$ cat src/rtl/game_stat_pkg.sv
// Shared types and constants for the snake game stat tracker.
// State enum, BCD digit constants and the prescaler divide helper.
package game_stat_pkg;

    typedef enum logic [1:0] {
        S_IDLE,
        S_RUN,
        S_PAUSED,
        S_OVER
    } state_t;

    localparam int BCD_W = 4;
    localparam logic [BCD_W-1:0] BCD_NINE = 4'd9;

    // Clock cycles per time tick.
    function automatic int tick_div(input int clk_hz, input int tick_hz);
        return clk_hz / tick_hz;
    endfunction

endpackage

$ cat src/rtl/game_stat_tracker_if.sv
// Control inputs and BCD stat outputs of the stat tracker.
// master drives game events, slave is the tracker itself.
interface game_stat_tracker_if
    import game_stat_pkg::*;
#(
    parameter int SCORE_DIGITS = 4,
    parameter int TIME_DIGITS  = 4
);
    logic                            start;
    logic                            pause;
    logic                            apple_hit;
    logic                            death;
    logic [BCD_W*SCORE_DIGITS-1:0]   score_bcd;
    logic [BCD_W*TIME_DIGITS-1:0]    time_bcd;
    logic [BCD_W*SCORE_DIGITS-1:0]   hiscore_bcd;
    logic                            apple_load;
    logic                            running;
    logic                            game_over;

    modport master (
        output start, pause, apple_hit, death,
        input  score_bcd, time_bcd, hiscore_bcd,
        input  apple_load, running, game_over
    );

    modport slave (
        input  start, pause, apple_hit, death,
        output score_bcd, time_bcd, hiscore_bcd,
        output apple_load, running, game_over
    );
endinterface

$ cat src/rtl/game_stat_tracker_bcd_counter.sv
// Saturating packed-BCD up-counter, digit 0 is least significant.
// Stops at all nines; clr has priority over inc.
module bcd_counter
    import game_stat_pkg::*;
#(
    parameter int DIGITS = 4
) (
    input  logic                    clk,
    input  logic                    rst_n,
    input  logic                    clr,
    input  logic                    inc,
    output logic [BCD_W*DIGITS-1:0] q,
    output logic                    at_max
);
    logic [BCD_W*DIGITS-1:0] cnt_q;
    logic [BCD_W*DIGITS-1:0] cnt_d;
    logic                    carry;
    logic [BCD_W-1:0]        dig;

    // Ripple a +1 through the digits; a nine wraps to zero and carries.
    always_comb begin
        cnt_d  = cnt_q;
        carry  = 1'b1;
        at_max = 1'b1;
        dig    = '0;
        for (int i = 0; i < DIGITS; i++) begin
            dig = cnt_q[i*BCD_W +: BCD_W];
            if (dig != BCD_NINE) begin
                at_max = 1'b0;
            end
            if (carry) begin
                if (dig == BCD_NINE) begin
                    cnt_d[i*BCD_W +: BCD_W] = '0;
                end else begin
                    cnt_d[i*BCD_W +: BCD_W] = dig + 4'd1;
                    carry = 1'b0;
                end
            end
        end
    end

    // Count register, held once every digit reads nine.
    always_ff @(posedge clk or negedge rst_n) begin
        if (!rst_n) begin
            cnt_q <= '0;
        end else if (clr) begin
            cnt_q <= '0;
        end else if (inc && !at_max) begin
            cnt_q <= cnt_d;
        end
    end

    assign q = cnt_q;
endmodule

$ cat src/rtl/game_stat_tracker.sv
// Snake game score / elapsed-time tracker with packed BCD outputs.
// Define GAME_STAT_HISCORE_EN to keep a best-score register.
module game_stat_tracker
    import game_stat_pkg::*;
#(
    parameter int CLK_HZ       = 100000000,
    parameter int TICK_HZ      = 1,
    parameter int SCORE_DIGITS = 4,
    parameter int TIME_DIGITS  = 4
) (
    input logic                clk,
    input logic                rst_n,
    game_stat_tracker_if.slave bus
);
    localparam int TICK_DIV = tick_div(CLK_HZ, TICK_HZ);
    localparam int PW       = $clog2(TICK_DIV);
    localparam logic [PW-1:0] PRE_LAST = PW'(TICK_DIV - 1);

    state_t                        state_q, state_d;
    logic                          apple_q;
    logic [PW-1:0]                 pre_q, pre_d;
    logic                          load_q, load_d;
    logic                          running_q;
    logic                          over_q;
    logic                          clr;
    logic                          score_inc;
    logic                          time_inc;
    logic                          score_max;
    logic                          time_max;
    logic                          apple_edge;
    logic [BCD_W*SCORE_DIGITS-1:0] score_q;
    logic [BCD_W*TIME_DIGITS-1:0]  time_q;

    assign apple_edge = bus.apple_hit & ~apple_q;

    // Game FSM next state, clears, apple requests and prescaler.
    always_comb begin
        state_d   = state_q;
        pre_d     = pre_q;
        load_d    = 1'b0;
        clr       = 1'b0;
        score_inc = 1'b0;
        time_inc  = 1'b0;
        unique case (state_q)
            S_IDLE, S_OVER: begin
                if (bus.start) begin
                    state_d = S_RUN;
                    clr     = 1'b1;
                    load_d  = 1'b1;
                    pre_d   = '0;
                end
            end
            S_RUN: begin
                if (bus.death) begin
                    state_d = S_OVER;
                end else if (bus.pause) begin
                    state_d = S_PAUSED;
                end else begin
                    if (apple_edge) begin
                        score_inc = ~score_max;
                        load_d    = 1'b1;
                    end
                    if (pre_q == PRE_LAST) begin
                        pre_d    = '0;
                        time_inc = ~time_max;
                    end else begin
                        pre_d = pre_q + 1'b1;
                    end
                end
            end
            S_PAUSED: begin
                if (!bus.pause) begin
                    state_d = S_RUN;
                end
            end
        endcase
    end

    // State, apple history and registered status outputs.
    always_ff @(posedge clk or negedge rst_n) begin
        if (!rst_n) begin
            state_q   <= S_IDLE;
            apple_q   <= 1'b0;
            pre_q     <= '0;
            load_q    <= 1'b0;
            running_q <= 1'b0;
            over_q    <= 1'b0;
        end else begin
            state_q   <= state_d;
            apple_q   <= bus.apple_hit;
            pre_q     <= pre_d;
            load_q    <= load_d;
            running_q <= (state_d == S_RUN);
            over_q    <= (state_d == S_OVER);
        end
    end

    bcd_counter #(.DIGITS(SCORE_DIGITS)) u_score (
        .clk    (clk),
        .rst_n  (rst_n),
        .clr    (clr),
        .inc    (score_inc),
        .q      (score_q),
        .at_max (score_max)
    );

    bcd_counter #(.DIGITS(TIME_DIGITS)) u_time (
        .clk    (clk),
        .rst_n  (rst_n),
        .clr    (clr),
        .inc    (time_inc),
        .q      (time_q),
        .at_max (time_max)
    );

`ifdef GAME_STAT_HISCORE_EN
    logic [BCD_W*SCORE_DIGITS-1:0] hi_q;
    logic                          enter_over;

    assign enter_over = (state_q == S_RUN) && (state_d == S_OVER);

    // Packed BCD orders like unsigned binary, so > compares from the MSD.
    always_ff @(posedge clk or negedge rst_n) begin
        if (!rst_n) begin
            hi_q <= '0;
        end else if (enter_over && (score_q > hi_q)) begin
            hi_q <= score_q;
        end
    end

    assign bus.hiscore_bcd = hi_q;
`else
    assign bus.hiscore_bcd = '0;
`endif

    assign bus.score_bcd  = score_q;
    assign bus.time_bcd   = time_q;
    assign bus.apple_load = load_q;
    assign bus.running    = running_q;
    assign bus.game_over  = over_q;
endmodule

$ cat src/flat_wrapper.sv
// flat-port wrapper written by rule: the top's interface ports become plain ports
module game_stat_tracker_flat import game_stat_pkg::*;
#(
    parameter int CLK_HZ       = 100000000,
    parameter int TICK_HZ      = 1,
    parameter int SCORE_DIGITS = 4,
    parameter int TIME_DIGITS  = 4
)
  (clk, rst_n, bus_start, bus_pause, bus_apple_hit, bus_death, bus_score_bcd, bus_time_bcd, bus_hiscore_bcd, bus_apple_load, bus_running, bus_game_over);
  game_stat_tracker_if #(.SCORE_DIGITS(SCORE_DIGITS), .TIME_DIGITS(TIME_DIGITS)) bus_i ();
  input logic clk;
  input logic rst_n;
  input wire logic [$bits(bus_i.start)-1:0] bus_start;
  input wire logic [$bits(bus_i.pause)-1:0] bus_pause;
  input wire logic [$bits(bus_i.apple_hit)-1:0] bus_apple_hit;
  input wire logic [$bits(bus_i.death)-1:0] bus_death;
  output wire logic [$bits(bus_i.score_bcd)-1:0] bus_score_bcd;
  output wire logic [$bits(bus_i.time_bcd)-1:0] bus_time_bcd;
  output wire logic [$bits(bus_i.hiscore_bcd)-1:0] bus_hiscore_bcd;
  output wire logic [$bits(bus_i.apple_load)-1:0] bus_apple_load;
  output wire logic [$bits(bus_i.running)-1:0] bus_running;
  output wire logic [$bits(bus_i.game_over)-1:0] bus_game_over;
  assign bus_i.start = bus_start;
  assign bus_i.pause = bus_pause;
  assign bus_i.apple_hit = bus_apple_hit;
  assign bus_i.death = bus_death;
  assign bus_score_bcd = bus_i.score_bcd;
  assign bus_time_bcd = bus_i.time_bcd;
  assign bus_hiscore_bcd = bus_i.hiscore_bcd;
  assign bus_apple_load = bus_i.apple_load;
  assign bus_running = bus_i.running;
  assign bus_game_over = bus_i.game_over;
  game_stat_tracker #(.CLK_HZ(CLK_HZ), .TICK_HZ(TICK_HZ), .SCORE_DIGITS(SCORE_DIGITS), .TIME_DIGITS(TIME_DIGITS)) u_core (.clk(clk), .rst_n(rst_n), .bus(bus_i));
endmodule
$ cat config.mk
export PLATFORM = sky130hd
export DESIGN_NAME = game_stat_tracker_flat
export DESIGN_NICKNAME = d
export VERILOG_FILES = /design/src/rtl/game_stat_pkg.sv /design/src/rtl/game_stat_tracker_if.sv /design/src/rtl/game_stat_tracker_bcd_counter.sv /design/src/rtl/game_stat_tracker.sv /design/src/flat_wrapper.sv
export SDC_FILE = /design/constraint.sdc
export NUM_CORES = 1
export LEC_CHECK = 0
export CAP_MARGIN = 10
export CELL_PAD_IN_SITES_DETAIL_PLACEMENT = 0
export CELL_PAD_IN_SITES_GLOBAL_PLACEMENT = 1
export CORE_MARGIN = 1.5
export CORE_UTILIZATION = 52
export CTS_CLUSTER_DIAMETER = 60
export DETAILED_ROUTE_END_ITERATION = 7
export DONT_BUFFER_PORTS = 1
export GPL_TIMING_DRIVEN = 0
export HOLD_SLACK_MARGIN = 0.1
export PLACE_DENSITY_LB_ADDON = 0.12
export SYNTH_ARGS = -nofsm -noshare
export SYNTH_HDL_FRONTEND = slang
export SYNTH_SLANG_ARGS = --single-unit
$ cat constraint.sdc
create_clock -name clk -period 6.8 [get_ports clk]
set_input_delay 0.34 -clock clk [delete_from_list [all_inputs] [get_ports clk]]
set_output_delay 0.34 -clock clk [all_outputs]
set_load 0.005 [all_outputs]
==> metrics.yaml <==
grt_pass1_wl_um: 14300
tightest_slew_ns: 1.10
hold_path_class: "in -> reg"
critPathLaunchType: "flop"
globalRouteTotalUtil: 0.235
critical_path.max_fanout: 8
r2r_cells: 7
pwr-share-clk: 0.290
layout_commonest_cell: "dfrtp_1"
area_growth_pct: 12.4
power_density_nw_per_um2: 331
drc_errors: 0
wl_met2_um: 4170
place.gp.congestion: 0.930
wl_per_cell_um: 15.7
tns_ns: 0
required_ns: 7.04
ys_ff_latch: 65
status: "complete, no violations"
fin_util: 0.602
diodes: 0
drtIter0Drc: 175
met1_length_um: 4090
routed_via_density: 5.87
initial_core_util: 0.536
grt-ovfl-total: 0
p_comb_frac: 0.343
switchingPower_uw: 571
drtAntennaViolNets: 0
cts.clk_slew.worst_paths_ns: 0.08
fin_nets: 488
die_area_um2: 8000
die_h_um: 89.5
layout-drive-gt1-share: 0.0876
fp.dieW_um: 89.5
clockBufferDepth: 2
hold_viol_final: 0
antenna_found_initial: 0
hpwl_um: 6110
io_buffer_count: 0
grt_max_degree: 66
clockRootBuffer: "clkbuf_8"
holdPathStages: 2
crit_type: "reg -> reg"
power.leakage_uw: 0.00191
ioPinCount: 57
maxCapViolations: 0
worstPathArrival_ns: 3.38
num_vias: 3327
max_freq_ghz: 0.318
period_needed_ns: 3.15
skew_ns: 0.0119
wl_met3_um: 486
peakVddDrop_mv: 0.173
core_um2: 7250
clock_sinks: 65
async_flop_share: 1.00
clk_latency_ns: 0.35
cts_tree: "done"
intPower_uw: 877
placementRows: 31
synth_cell_types: 58
synth_edf_count: 0
grt_setup_unrepaired: "false"
ctsHtreeMaxLevel: 3
relSlewSlack: 0.260
synth_cells: 434
wirelength_um: 8890
critPathCaptureType: "flop"
yosysSeqAreaShare: 0.418
yosys_warnings: 0
final_cell_mix: "dfrtp_1 (65), nand2_1 (42), nor2_1 (38), nand4_1 (26), nand3_1 (24)"
min_period_over_period: 0.463
setup_violations: 0
final-max-slew-violation-count: 0
dr.pass1.iters: 5
synth_area_per_cell_um2: 8.96
power_frac_seq: 0.367
grt_pass1_vias: 2988
synth-main-ff-cell: "dfrtp_1"
netlist_area_um2: 3890
top_layer: "met4"
switching_share: 0.394
cts_buffers: 9
==> sequential cells by signal (all words and copies together), names as in the netlist <==
register / flops
u_core.apple_q: 1
u_core.u_score.q: 16
u_core.bus.game_over: 1
u_core.pre_q: 27
u_core.u_time.q: 16
u_core.bus.apple_load: 1
u_core.bus.running: 1
u_core.state_q: 2
==> power by group through the flow <==
stage	clock network, uW	logic (uW)	registers [uW]
finish	420	497	531
global route	444	560	542
CTS	428	495	532
detailed placement	0	483	539
global placement	0	470	539
floorplan	0	364	518
==> final timing paths <==
| kind | slack (ns) | end | startpoint |
|---|---|---|---|
| max reg2reg | 3.65 | u_core.u_time.q[9]$_DFFE_PN0P_ | u_core.state_q[1]$_DFF_PN0_ |
| min in group asynchronous | 0.54 | u_core.u_score.q[9]$_DFFE_PN0P_ | rst_n |
| min reg2reg | 0.50 | u_core.pre_q[1]$_DFFE_PN0P_ | u_core.pre_q[1]$_DFFE_PN0P_ |
| max | 3.65 | u_core.u_time.q[9]$_DFFE_PN0P_ | u_core.state_q[1]$_DFF_PN0_ |
| min | 0.22 | u_core.state_q[1]$_DFF_PN0_ | bus_start |
| max in group asynchronous | 5.99 | u_core.pre_q[3]$_DFFE_PN0P_ | rst_n |
==> cell type report <==
type                       instances  area, um2
fill                             660       2880
clock buffer                      12        155
inverter                          19       71.3
timing repair buffer               3       47.5
buffer                            32        183
multi-input combinational        333       2060
sequential                        65       1630
clock inverter                     4       98.8
tap                               99        124
==> worst max-delay path, stage by stage (launching register included) <==
cell and delay (ns):
dfrtp_1 0.39, inv_1 0.08, ha_1 0.28, or3b_1 0.44, nor4_1 0.96, nand4_1 0.34, nand2_1 0.21, mux2_1 0.33
==> logic make-up (layout without fill, tap and decap cells) <==
group / Yosys count / after routing / synth area share
adder cells (fa/ha/maj): 19 / 19 / 0.0612
multiplexers: 6 / 6 / 0.0171
other: 1 / 16 / 0.000965
AO/OA/AOI/OAI: 83 / 83 / 0.139
buffers and inverters: 51 / 70 / 0.0653
XOR/XNOR: 14 / 14 / 0.0315
AND/OR/NAND/NOR: 195 / 195 / 0.267
flip-flops: 65 / 65 / 0.418
==> routing by layer <==
layer,up-vias,GRT usage
met2,93,0.379
met3,15,0.0434
met1,1604,0.313
li1,1615,-
met4,0,0.0951
met5,-,0
==> cell usage after synthesis, drive strengths merged, types with 2 or more instances <==
cell type / number / area, um2
dfrtp: 65 / 1630
nand2: 42 / 158
nor2: 38 / 143
nand4: 26 / 163
nand3: 24 / 120
buf: 19 / 134
ha: 19 / 238
inv: 19 / 71.3
a21oi: 18 / 90.1
o21ai: 18 / 90.1
a31oi: 16 / 100
clkbuf: 13 / 48.8
or3: 13 / 81.3
xor2: 13 / 114
nor4: 9 / 71.3
nand3b: 8 / 60.1
nor3: 8 / 40.0
and3: 5 / 31.3
mux2: 5 / 56.3
nand2b: 5 / 31.3
o31ai: 5 / 37.5
a41oi: 4 / 35.0
and3b: 4 / 35.0
o211ai: 3 / 22.5
or4: 3 / 22.5
a211oi: 2 / 15.0
a21boi: 2 / 15.0
a31o: 2 / 17.5
and2: 2 / 12.5
and4: 2 / 17.5
o41ai: 2 / 17.5
or3b: 2 / 20.0
==> through the flow <==
step	cell area [um2]	hold WS (ns)	std cells	total power, uW	setup WS, ns
after floorplan	3940	0.0444	449	883	4.28
after global placement	4070	0.0457	548	1010	3.83
after detailed placement	4070	0.0461	548	1020	3.72
after CTS	4370	0.210	567	1450	3.72
after global routing	4370	0.229	567	1550	3.53
final	4370	0.215	567	1450	3.65
==> timing repair <==
item	in CTS	in global routing
hold buffers	3	0
hold endpoints to repair	66	0
setup buffers	0	0
gates resized for setup	0	0
Power figures use the tool's default switching activity.
